## src/rtl/pc_fetch_sequencer_pkg.sv

```systemverilog
// Shared constants for the fetch address generator:
// FSM encoding, reset PC and instruction width.
package pc_fetch_sequencer_pkg;
  localparam int INSTR_W = 32;
  localparam logic [INSTR_W-1:0] RESET_PC_DEF = 32'h0000_0000;

  localparam logic [1:0] ST_IDLE = 2'd0;
  localparam logic [1:0] ST_REQ  = 2'd1;
  localparam logic [1:0] ST_HOLD = 2'd2;
endpackage

```

## src/rtl/pc_fetch_sequencer_pc_reg.sv

```systemverilog
// PC register with deferred-redirect tracking
// (redir_pc/kill) for redirects that arrive mid-request.
module pc_fetch_sequencer_pc_reg #(
  parameter int ADDR_W = 32,
  parameter logic [ADDR_W-1:0] RESET_PC = '0
) (
  input  logic              clk,
  input  logic              rst_n,
  input  logic              req_i,
  input  logic              ack_i,
  input  logic              redir_i,
  input  logic [ADDR_W-1:0] target_i,
  input  logic [ADDR_W-1:0] sum_i,
  output logic [ADDR_W-1:0] pc_o,
  output logic              kill_o
);
  logic [ADDR_W-1:0] pc_q, pc_d;
  logic [ADDR_W-1:0] redir_q, redir_d;
  logic              kill_q, kill_d;
  logic [ADDR_W-1:0] tgt;
  logic              pend;

  assign tgt  = {target_i[ADDR_W-1:2], 2'b00};
  assign pend = req_i & ~ack_i;

  always_comb begin
    pc_d    = pc_q;
    redir_d = redir_q;
    kill_d  = kill_q;
    unique case (1'b1)
      redir_i & ~pend: begin
        pc_d   = tgt;
        kill_d = 1'b0;
      end
      // request in flight: keep its address, apply later
      redir_i & pend: begin
        redir_d = tgt;
        kill_d  = 1'b1;
      end
      ~redir_i & req_i & ack_i: begin
        pc_d   = kill_q ? redir_q : sum_i;
        kill_d = 1'b0;
      end
      default: ;
    endcase
  end

  always_ff @(posedge clk or negedge rst_n) begin
    if (!rst_n) begin
      pc_q    <= RESET_PC;
      redir_q <= RESET_PC;
      kill_q  <= 1'b0;
    end else begin
      pc_q    <= pc_d;
      redir_q <= redir_d;
      kill_q  <= kill_d;
    end
  end

  assign pc_o   = pc_q;
  assign kill_o = kill_q;
endmodule

```

## src/rtl/pc_fetch_sequencer.sv

```systemverilog
// Fetch sequencer: IDLE/REQ/HOLD FSM driving imem
// req/ack and the decode-facing valid/ready output.
module pc_fetch_sequencer
  import pc_fetch_sequencer_pkg::*;
#(
  parameter logic [31:0] RESET_PC = RESET_PC_DEF,
  parameter int ADDR_W = INSTR_W
) (
  input  logic              clk,
  input  logic              rst_n,
  output logic [ADDR_W-1:0] pc_to_adder,
  input  logic [ADDR_W-1:0] adder_sum,
  output logic              imem_req,
  output logic [ADDR_W-1:0] imem_addr,
  input  logic              imem_ack,
  input  logic [ADDR_W-1:0] imem_rdata,
  input  logic              redirect_valid,
  input  logic [ADDR_W-1:0] redirect_target,
  output logic              if_valid,
  input  logic              if_ready,
  output logic [ADDR_W-1:0] if_pc,
  output logic [ADDR_W-1:0] if_instr
);
  logic [1:0]        state_q, state_d;
  logic              vld_q, vld_d;
  logic [ADDR_W-1:0] ipc_q, ipc_d;
  logic [ADDR_W-1:0] ins_q, ins_d;
  logic [ADDR_W-1:0] pc;
  logic              kill;
  logic              in_req;

  assign in_req = (state_q == ST_REQ);

  pc_fetch_sequencer_pc_reg #(
    .ADDR_W   (ADDR_W),
    .RESET_PC (RESET_PC[ADDR_W-1:0])
  ) u_pc_reg (
    .clk      (clk),
    .rst_n    (rst_n),
    .req_i    (in_req),
    .ack_i    (imem_ack),
    .redir_i  (redirect_valid),
    .target_i (redirect_target),
    .sum_i    (adder_sum),
    .pc_o     (pc),
    .kill_o   (kill)
  );

  always_comb begin
    state_d = state_q;
    vld_d   = vld_q;
    ipc_d   = ipc_q;
    ins_d   = ins_q;
    unique case (state_q)
      ST_IDLE: state_d = ST_REQ;
      ST_REQ: begin
        if (imem_ack && !kill && !redirect_valid) begin
          ipc_d   = pc;
          ins_d   = imem_rdata;
          vld_d   = 1'b1;
          state_d = ST_HOLD;
        end
      end
      // redirect drops the held instruction
      ST_HOLD: begin
        if (redirect_valid || if_ready) begin
          vld_d   = 1'b0;
          state_d = ST_REQ;
        end
      end
      default: state_d = ST_IDLE;
    endcase
  end

  always_ff @(posedge clk or negedge rst_n) begin
    if (!rst_n) begin
      state_q <= ST_IDLE;
      vld_q   <= 1'b0;
      ipc_q   <= '0;
      ins_q   <= '0;
    end else begin
      state_q <= state_d;
      vld_q   <= vld_d;
      ipc_q   <= ipc_d;
      ins_q   <= ins_d;
    end
  end

  assign pc_to_adder = pc;
  assign imem_req    = in_req;
  assign imem_addr   = pc;
  assign if_valid    = vld_q;
  assign if_pc       = ipc_q;
  assign if_instr    = ins_q;
endmodule
```

## config.mk

```make
export PLATFORM = sky130hd
export DESIGN_NAME = pc_fetch_sequencer
export DESIGN_NICKNAME = d
export VERILOG_FILES = /design/src/rtl/pc_fetch_sequencer_pkg.sv /design/src/rtl/pc_fetch_sequencer_pc_reg.sv /design/src/rtl/pc_fetch_sequencer.sv
export SDC_FILE = /design/constraint.sdc
export NUM_CORES = 1
export LEC_CHECK = 0
export CAP_MARGIN = 20
export CORE_UTILIZATION = 45
export DETAILED_ROUTE_END_ITERATION = 8
export PLACE_DENSITY = 0.87
export RECOVER_POWER = 25
export SYNTH_ARGS = -nofsm -noshare
export SYNTH_HDL_FRONTEND = slang
export SYNTH_SLANG_ARGS = --single-unit
```

## constraint.sdc

```tcl
create_clock -name clk -period 2.15 [get_ports clk]
set_input_delay 0.3225 -clock clk [delete_from_list [all_inputs] [get_ports clk]]
set_output_delay 0.3225 -clock clk [all_outputs]
set_load 0.05 [all_outputs]
```

==> Yosys cells after proc, flatten, opt, wreduce, memory -nomap -nowiden <==
Cells that the tools add are included.
{ "word_totals": {"register_bits": 130, "latchBits": 0, "mem_bits_rw": 0, "rom_bits": 0, "inputBits": 101, "out_inout_bits": 130, "word_cells": 41, "memories": 0} }
{ "op_classes": {"add_sub_neg": 0, "n_mul": 0, "n_div": 0, "n_lt_le_gt_ge": 0, "eq_ne": 4, "n_shift": 0, "mux": 9, "bitwise": 8, "n_reduce_logical": 13} }
{ "ops": {"columns": ["op", "n"], "rows": [
  ["32-bit one-hot mux with 2 select lines", 1],
  ["32-bit two-way mux", 1],
  ["2-bit one-hot mux with 3 select lines", 1],
  ["2-bit nonzero test", 3],
  ["1-bit bitwise AND", 5],
  ["2-bit two-way mux", 2],
  ["2-bit inequality test (second input constant)", 2],
  ["1-bit one-hot mux with 2 select lines", 2],
  ["2-bit AND reduction", 2],
  ["1-bit inverter", 3],
  ["3-bit AND reduction", 1],
  ["2-bit by 1-bit equality test with 1-bit output (second input constant)", 1],
  ["2-bit equality test (second input constant)", 1],
  ["1-bit logical AND", 2],
  ["1-bit zero test", 2],
  ["2-bit zero test", 1],
  ["1-bit two-way mux", 2],
  ["2-bit OR reduction", 1],
  ["1-bit logical OR", 1]
]} }

==> Depth between registers and ports, before layout <==
Gate-level depths: netlist of the first run.
{ "logic_depth": {"depth_word": 6, "mapped_depth": 7, "ltp_nobuf": 4} }

==> Cells and area by module <==
A second synthesis of the first run with hierarchy kept.
{ "unflattened": {"cells_unflattened": 459, "hier_area_um2": 6522.5} }
{ "by_module_without_submodules": {"columns": ["module", "instances", "cells_each", "area_each_um2", "seq_area_each_um2"], "rows": [
  ["pc_fetch_sequencer_pc_reg", 1, 278, 3612.2, 1576.5],
  ["pc_fetch_sequencer", 1, 181, 2910.3, 1676.6]
]} }

==> Worst setup path after synthesis of the first run <==
No wires, ideal clock.
{ "synth_timing": {"path_kind": "register to register", "from": "reg u_pc_reg.kill_q (netlist: u_pc_reg.kill_o)", "to": "reg ins_q[10] (netlist: if_instr[10])", "setup_time_ns": 0.125, "arrival_ns": 1.457, "required_time_ns": 2.025, "slack_ns": 0.568, "stages_incl_launch_ff": 7, "n_path_buf": 3, "period_less_slack_ns": 1.582, "cell_sequence": "dfrtp_1 -> clkbuf_1 -> nor2_1 -> and2_4 -> buf_6 -> buf_6 -> mux2_4"} }
{ "synth_between": {"elab_chain_cells": 4} }
{ "synth_rtl": {"columns": ["item", "line", "rtl"], "rows": [
  ["start: declaration", "pc_fetch_sequencer_pc_reg.sv:19", "logic kill_q, kill_d;"],
  ["start signal: assignment", "pc_fetch_sequencer_pc_reg.sv:56", "kill_q <= kill_d;"],
  ["1-bit zero test", "pc_fetch_sequencer.sv:57", "if (imem_ack && !kill && !redirect_valid) begin"],
  ["1-bit logical AND (2 in a row)", "pc_fetch_sequencer.sv:57", null],
  ["2-bit AND reduction (no line)", null, null],
  ["end signal: assignment", "pc_fetch_sequencer.sv:85", "ins_q <= ins_d;"],
  ["end: declaration", "pc_fetch_sequencer.sv:27", "logic [ADDR_W-1:0] ins_q, ins_d;"]
]} }
Every way passes these cells.
A chain may end at the register's enable or synchronous reset.

==> Final worst setup path of the first run <==
{ "layout_timing": {"from": "reg state_q[1]", "to": "out imem_req"} }
{ "layout_between": {"elab_chain_cells": 1} }
{ "layout_rtl": {"columns": ["item", "line", "rtl"], "rows": [
  ["start: declaration", "pc_fetch_sequencer.sv:24", "logic [1:0] state_q, state_d;"],
  ["start signal: assignment", "pc_fetch_sequencer.sv:82", "state_q <= state_d;"],
  ["2-bit by 1-bit equality test with 1-bit output", "pc_fetch_sequencer.sv:32", "assign in_req = (state_q == ST_REQ);"],
  ["end: declaration", "pc_fetch_sequencer.sv:13", "output logic imem_req,"]
]} }
Every way passes these cells.

==> impl_results.md, run 1 <==
* Avg Vias per Cell at 5.41
* Core area at between 0.01 and 0.015 mm^2
* Minimum clock period at 2040 ps
* Post-Route WL at 16000 um
* Ports at 231
* Mapped Cells at around 440
* Relative slew margins at a little under two fifths
* Seq/Total Area, Yosys at 52.7%
* Routed Antenna Nets at 0
* Worst reg2reg setup slack at 510 ps
* Setup repair after global routing missed its margin: no
* Post-synthesis simple-gate area fraction at 5.15%
* Mapped Nets at 539
* CP peak stage delay at 420 ps
* GRT Overall Usage at 23.8%
* Final global-route overflow total at 0
* Vias at roughly 4.5k
* Syn avg cell area at 14.1 um^2
* CTS Root Cell: clkbuf_16
* Cts bufs inserted at 17
* Setup violators final at 0
* Pin count of the biggest net entering global routing at 61
* Final Hold Violating Endpoints at 0
* XOR/XNOR Fraction of Synth Area at 0%
* Slew Limit Fails at 0
* GPL Wtd Cong at 0.734
* Post-synthesis cell area at 0.00617 mm^2
* Nets@finish at about 740
* Largest family of logic cells by synthesized area: multiplexers
* Worst path slowest cell: dfrtp_1
* Most frequent cells in the layout: 225 x clkdlybuf4s50_1, 129 x dfrtp_1, 65 x mux2_2
* Global-route wire length before repair at ~26000 um
* Initial Utilization at a little under half
* CTS tree: built
* PwrDens at 1700 mW/mm^2
* Area delta synth->final at 46.3%
* Fill count at 932
* Main synth FF type: dfrtp_1
* Synthesis warning total at 0
* Port Buf Inserts at 228
* Final HPWL DP at 11000 um
* Final Cycle Share at between 90% and 100%
* Most common cell after layout, fill and taps aside: clkdlybuf4s50_1
* Critical Path Fanout Max at 14
* Number of synthesized register bits at 130
* Drt wl/cell at 19.4 um
* VDD IR max at 0.000849 V
* F_max at 0.491 GHz
* Die width at approximately 120 um
* Post-synthesis compound-gate area fraction at 10.8%
* Vias in the first global route at 4724
* Core Rows at 42
* Placed instance area at 0.00845 mm^2
* Post-synth cell types at 30
* Synth Area in Adders at 0%
* Mux contribution to synthesized area at approximately a quarter
* Die ar. at 0.0142 mm^2
* Crit Path Class: register to primary output
* Leak at 3.68 nW
* Area of the multi-input gates at around 0.0025 mm^2
* Crit path cell chain: nand2b_1, buf_4, inv_1, buf_4, buf_12
* Die Ht at 119 um
* CP dominant cell by count: buf_4
* Async set-reset flop share out of synthesis at 100%
* CTS clk-pin slew, worst paths at 50 ps
* Setup_tns at 0 ps
* Overall Power at around 15 mW
* Worst-Margin Slew at 943 ps
* Status: complete, no violations
* Setup crit start kind: register
* Post-synth EDFFs at 0
* DR pass1 iterations at 4
* DRC Markers at 0
* Hold Crit Class: input pin to register
* Setup Skew at 8.66 ps
* Layout cells sized above 1 at 27.8%
* Max cap viols at 0
* TritonCTS Sinks at 130
* CP arrival at 1710 ps
* Initial antenna violation count at 1
* Initial DRC Count at ~210
* Number of H-tree levels at 4
* Clock Latency Late Sink at 420 ps
* Cell area after layout at 0.00902 mm^2
* Register area at 0.00325 mm^2
* CP Capture Type: primary output
* Clk buf depth at 2
* Worst Path Required at 1830 ps
-- metrics by stage --
stage               hold slack [ps]  util [%]  setup WS [ps]  std cells
finish                          226      67.9            114        828
global placement                327      63.5            171        794
detailed placement              341      63.5            142        794
floorplan                      26.9         -            568        438
global route                    230      67.9           2.28        828
CTS                             213      68.0           95.2        827
-- flip-flops by register name, summed over array words and instances, names as in the netlist --
register,flops
u_pc_reg.pc_o,32
if_pc,32
u_pc_reg.kill_o,1
state_q,2
if_valid,1
if_instr,32
u_pc_reg.redir_q,30
-- worst max-delay path: cells and delay by family (launching register included) --
family,cells,cell delay [ps]
buf+inv,4,670
flops,1,420
simple gates,1,210
-- synth_stat cells, types with 2 or more instances --
master | count | area [um^2]
mux2i_1 | 29 | 290
a31oi_1 | 2 | 12.5
o221a_1 | 2 | 22.5
clkbuf_1 | 11 | 41.3
nand2b_1 | 3 | 18.8
buf_1 | 2 | 7.51
o31ai_1 | 2 | 15.0
a211oi_1 | 3 | 22.5
mux2_4 | 29 | 435
nand3b_1 | 31 | 233
o21ai_0 | 2 | 10.0
nor2b_1 | 2 | 12.5
o221a_2 | 27 | 304
buf_4 | 32 | 240
dfrtp_1 | 130 | 3250
mux2_2 | 65 | 732
nor2_1 | 3 | 11.3
buf_6 | 8 | 90.1
a2bb2oi_1 | 29 | 254
buf_2 | 16 | 80.1
-- layer usage --
metal / vias up / routed length [um] / share of wire [%] / GRT usage (%)
met3: 23 / 1060 / 6.6 / 6.61
met1: 2263 / 6480 / 40 / 27.8
met4: 0 / 314 / 2.0 / 10.0
met2: 184 / 8190 / 51 / 40.8
li1: 2009 / - / - / -
met5: - / 0 / 0 / 0
-- kinds of logic after synthesis --
| logic type | Yosys count |
|---|---|
| AO/OA/AOI/OAI | 70 |
| buffers and inverters | 70 |
| flip-flops | 130 |
| multiplexers | 124 |
| AND/OR/NAND/NOR | 44 |
-- repair_timing --
action                    4_1_cts  5_1_grt
hold endpoints to repair       54        0
gates resized for setup         0        0
hold buffers                    1        0
setup buffers                   0        0
-- final cells by class --
class,count,share of cell area (%)
multi-input cells,238,27.3
inverters,1,0.0416
well taps,176,2.44
clock buffers,17,4.71
repair buffers,250,27.7
diodes,1,0.0277
clock inverters,15,1.76
flip-flops and latches,130,36.1
-- report_power, final --
| part | switching (mW) | leakage, nW | internal (mW) |
|---|---|---|---|
| Combinational | 5.02 | 1.92 | 3.30 |
| Clock | 1.12 | 0.268 | 1.71 |
| Sequential | 0.748 | 1.49 | 3.48 |
| Total | 6.90 | 3.68 | 8.49 |
-- worst paths after layout --
check	startpoint	to	cells past startpoint
setup / recovery	state_q[1]	imem_req	5
hold / removal	redirect_valid	u_pc_reg.kill_o	2
setup reg to reg	state_q[1]	u_pc_reg.pc_o[18]	6
hold reg to reg	u_pc_reg.redir_q[6]	u_pc_reg.redir_q[6]	1
max in group asynchronous	rst_n	u_pc_reg.redir_q[14]	3
min in group asynchronous	rst_n	u_pc_reg.pc_o[2]	2
(Power assumes the default switching activity.)
==> run 2, diff against run 1 <==
--- a/config.mk
+++ b/config.mk
@@ -8,7 +8,7 @@
 export CAP_MARGIN = 20
 export CORE_UTILIZATION = 45
 export DETAILED_ROUTE_END_ITERATION = 8
-export PLACE_DENSITY = 0.87
+export PLACE_DENSITY_LB_ADDON = 0.12
 export RECOVER_POWER = 25
 export SYNTH_ARGS = -nofsm -noshare
 export SYNTH_HDL_FRONTEND = slang
==> run 2 against run 1 <==
Effect of this change:
- critical path type unchanged
- critical path depth shrank 4
- critical endpoint is now imem_addr[3]
- via count shrank 1.1%
- design area grew 0.93%
- largest power group unchanged
- sequential share of layout area shrank 0.33 points
- routed wire length shrank 5.3%
- maximum frequency shrank 0.42%
- clock-buffer cell count grew 1
==> impl_results.md, run 2 (same netlist as run 1, synthesis figures left out) <==
* CP Capture Type: primary output
* Initial DRC Count at 193 (-9.0%)
* TritonCTS Sinks at 130 (unchanged)
* GRT Overall Usage at 22.8% (-1.0 points)
* Worst reg2reg setup slack at 420 ps (-90 ps)
* Routed Antenna Nets at 0 (unchanged)
* Port Buf Inserts at 228 (unchanged)
* Cts bufs inserted at 17 (unchanged)
* Setup crit start kind: register
* Register area at 0.00325 mm^2 (unchanged)
* Ports at 231 (unchanged)
* Setup Skew at 8.15 ps (-0.512 ps)
* CTS tree: built
* Worst Path Required at 1830 ps (about the same)
* Initial Utilization at 46.4% (unchanged)
* Placed instance area at 0.00849 mm^2 (+0.50%)
* Layout cells sized above 1 at 27.8% (+0.043 points)
* DRC Markers at 0 (unchanged)
* Number of H-tree levels at 4 (unchanged)
* Final global-route overflow total at 0 (unchanged)
* Setup repair after global routing missed its margin: no
* Dpl cells at 793 (-0.13%)
* Initial antenna violation count at 1 (unchanged)
* CP arrival at 1720 ps (about the same)
* DR pass1 iterations at 4 (unchanged)
* Die Ht at 119 um (unchanged)
* Max cap viols at 0 (unchanged)
* Worst-Margin Slew at 919 ps (-24.4 ps)
* Fill count at 958 (+2.8%)
* Setup violators final at 0 (unchanged)
* Status: complete, no violations
* Pin count of the biggest net entering global routing at 67 (+9.8%)
* Cell area after layout at 0.00911 mm^2 (+0.93%)
* Crit Path Class: register to primary output
* Core area at 0.0133 mm^2 (unchanged)
* Drt wl/cell at 18.4 um (-5.0%)
* Final Hold Violating Endpoints at 0 (unchanged)
* Setup_tns at 0 ps (unchanged)
* Clock Latency Late Sink at 410 ps (about the same)
* Die width at 119 um (unchanged)
* VDD IR max at 0.000928 V (+9.4%)
* Global-route wire length before repair at 24900 um (-3.1%)
* Crit. path cell count at 1 (-4)
* Critical Path Source: u_pc_reg.pc_o[3]
* Final Cycle Share at 95.1% (+0.40 points)
* Post-Route WL at 15200 um (-5.3%)
* Worst path slowest cell: clkdlybuf4s50_1
* Area of the multi-input gates at 0.00246 mm^2 (+0.10%)
* Clk buf depth at 2 (unchanged)
* Die ar. at 0.0142 mm^2 (unchanged)
* Most frequent cells in the layout: 225 x clkdlybuf4s50_1, 129 x dfrtp_1, 65 x mux2_2
* Critical Path Fanout Max at 5 (-9)
* CP delay by family, top: buffers and inverters
* Ant diodes at 0 (-1)
* Area delta synth->final at 47.7%
* Relative slew margins at 38.7% (+1.6 points)
* Most common cell after layout, fill and taps aside: clkdlybuf4s50_1
* Non-filler instance count after layout at 826 (-0.24%)
* F_max at 0.489 GHz (-0.42%)
* R2r endpoint: u_pc_reg.pc_o[18]
* Post-CTS Setup Inserts at 0 (unchanged)
* CTS Root Cell: clkbuf_16
* Crit path cell chain: clkdlybuf4s50_1
* Avg Vias per Cell at 5.36 (-0.83%)
* R2R depth at 5 (-1)
* Final HPWL DP at 10300 um (-6.6%)
* CP endpoint: imem_addr[3]
* Core Rows at 42 (unchanged)
* Hold Crit Class: input pin to register
* Nets@finish at 738 (-0.14%)
* PwrDens at 1700 mW/mm^2 (about the same)
* Slew Limit Fails at 0 (unchanged)
* CTS clk-pin slew, worst paths at 60 ps (about the same)
* Worst R2R Start: u_pc_reg.kill_o
* Number of buffer and inverter instances along the worst setup path at 1 (-3)
* Vias at 4431 (-1.1%)
* Vias in the first global route at 4711 (-0.28%)
* Minimum clock period at 2040 ps (+8.67 ps)
* CP peak stage delay at 860 ps (+440 ps)
* Leak at 3.73 nW (+1.4%)
* GPL Wtd Cong at 0.730 (-0.49%)
## run 2: changes by cell type in the layout (fill, tap and decap cells not counted), moves of 2 or more
cell / change
clkinvlp_4: -4
buf_12: +4
buf_4: -5
clkinv_2: +3
bufinv_16: +2
## run 2: final cells by class
type	instances	share of cell area, %
clock buffer	18	4.82
multi-input combinational	238	27.0
clock inverter	14	2.05
sequential	130	35.7
timing repair buffer	249	27.9
inverter	1	0.0412
tap	176	2.42
## run 2: power by group
part	internal (mW)	switching [mW]	leakage (nW)
clock network	1.97	1.07	0.306
registers	3.48	0.713	1.49
logic	3.32	4.98	1.93
## run 2: worst min path at each step
stage | startpoint | to | slack [ps] | cells after the start
2_1_floorplan | rst_n | if_instr[0] | 30 | 0
3_3_place_gp | rst_n | if_pc[9] | 330 | 1
3_5_place_dp | rst_n | if_pc[9] | 330 | 1
4_1_cts | redirect_valid | u_pc_reg.kill_o | 350 | 3
5_1_grt | redirect_valid | u_pc_reg.kill_o | 460 | 3
6_report | redirect_valid | u_pc_reg.kill_o | 350 | 3
## run 2: stage by stage
step           hold slack, ps  util [%]  power (mW)  setup WS [ps]
2_1_floorplan            26.9         -        10.0            568
3_5_place_dp              334      63.9        12.6           45.1
6_report                  355      68.5        15.5            106
4_1_cts                   354      68.6        15.7           35.6
3_3_place_gp              329      63.9        12.4           74.3
5_1_grt                   463      68.5        16.2           33.7
## run 2: timing repair
item | CTS | global route
resized for setup | 0 | 1
setup endpoints to repair | 0 | 1
hold endpoints to repair | 55 | 0
hold buffers | 1 | 0
## run 2: layer usage
layer / track usage [%] / share of wire (%) / vias up
li1: - / - / 2010
met1: 28.5 / 43 / 2239
met2: 36.9 / 48 / 156
met3: 6.32 / 6.5 / 26
met4: 9.73 / 2.1 / 0
met5: 0 / 0 / -
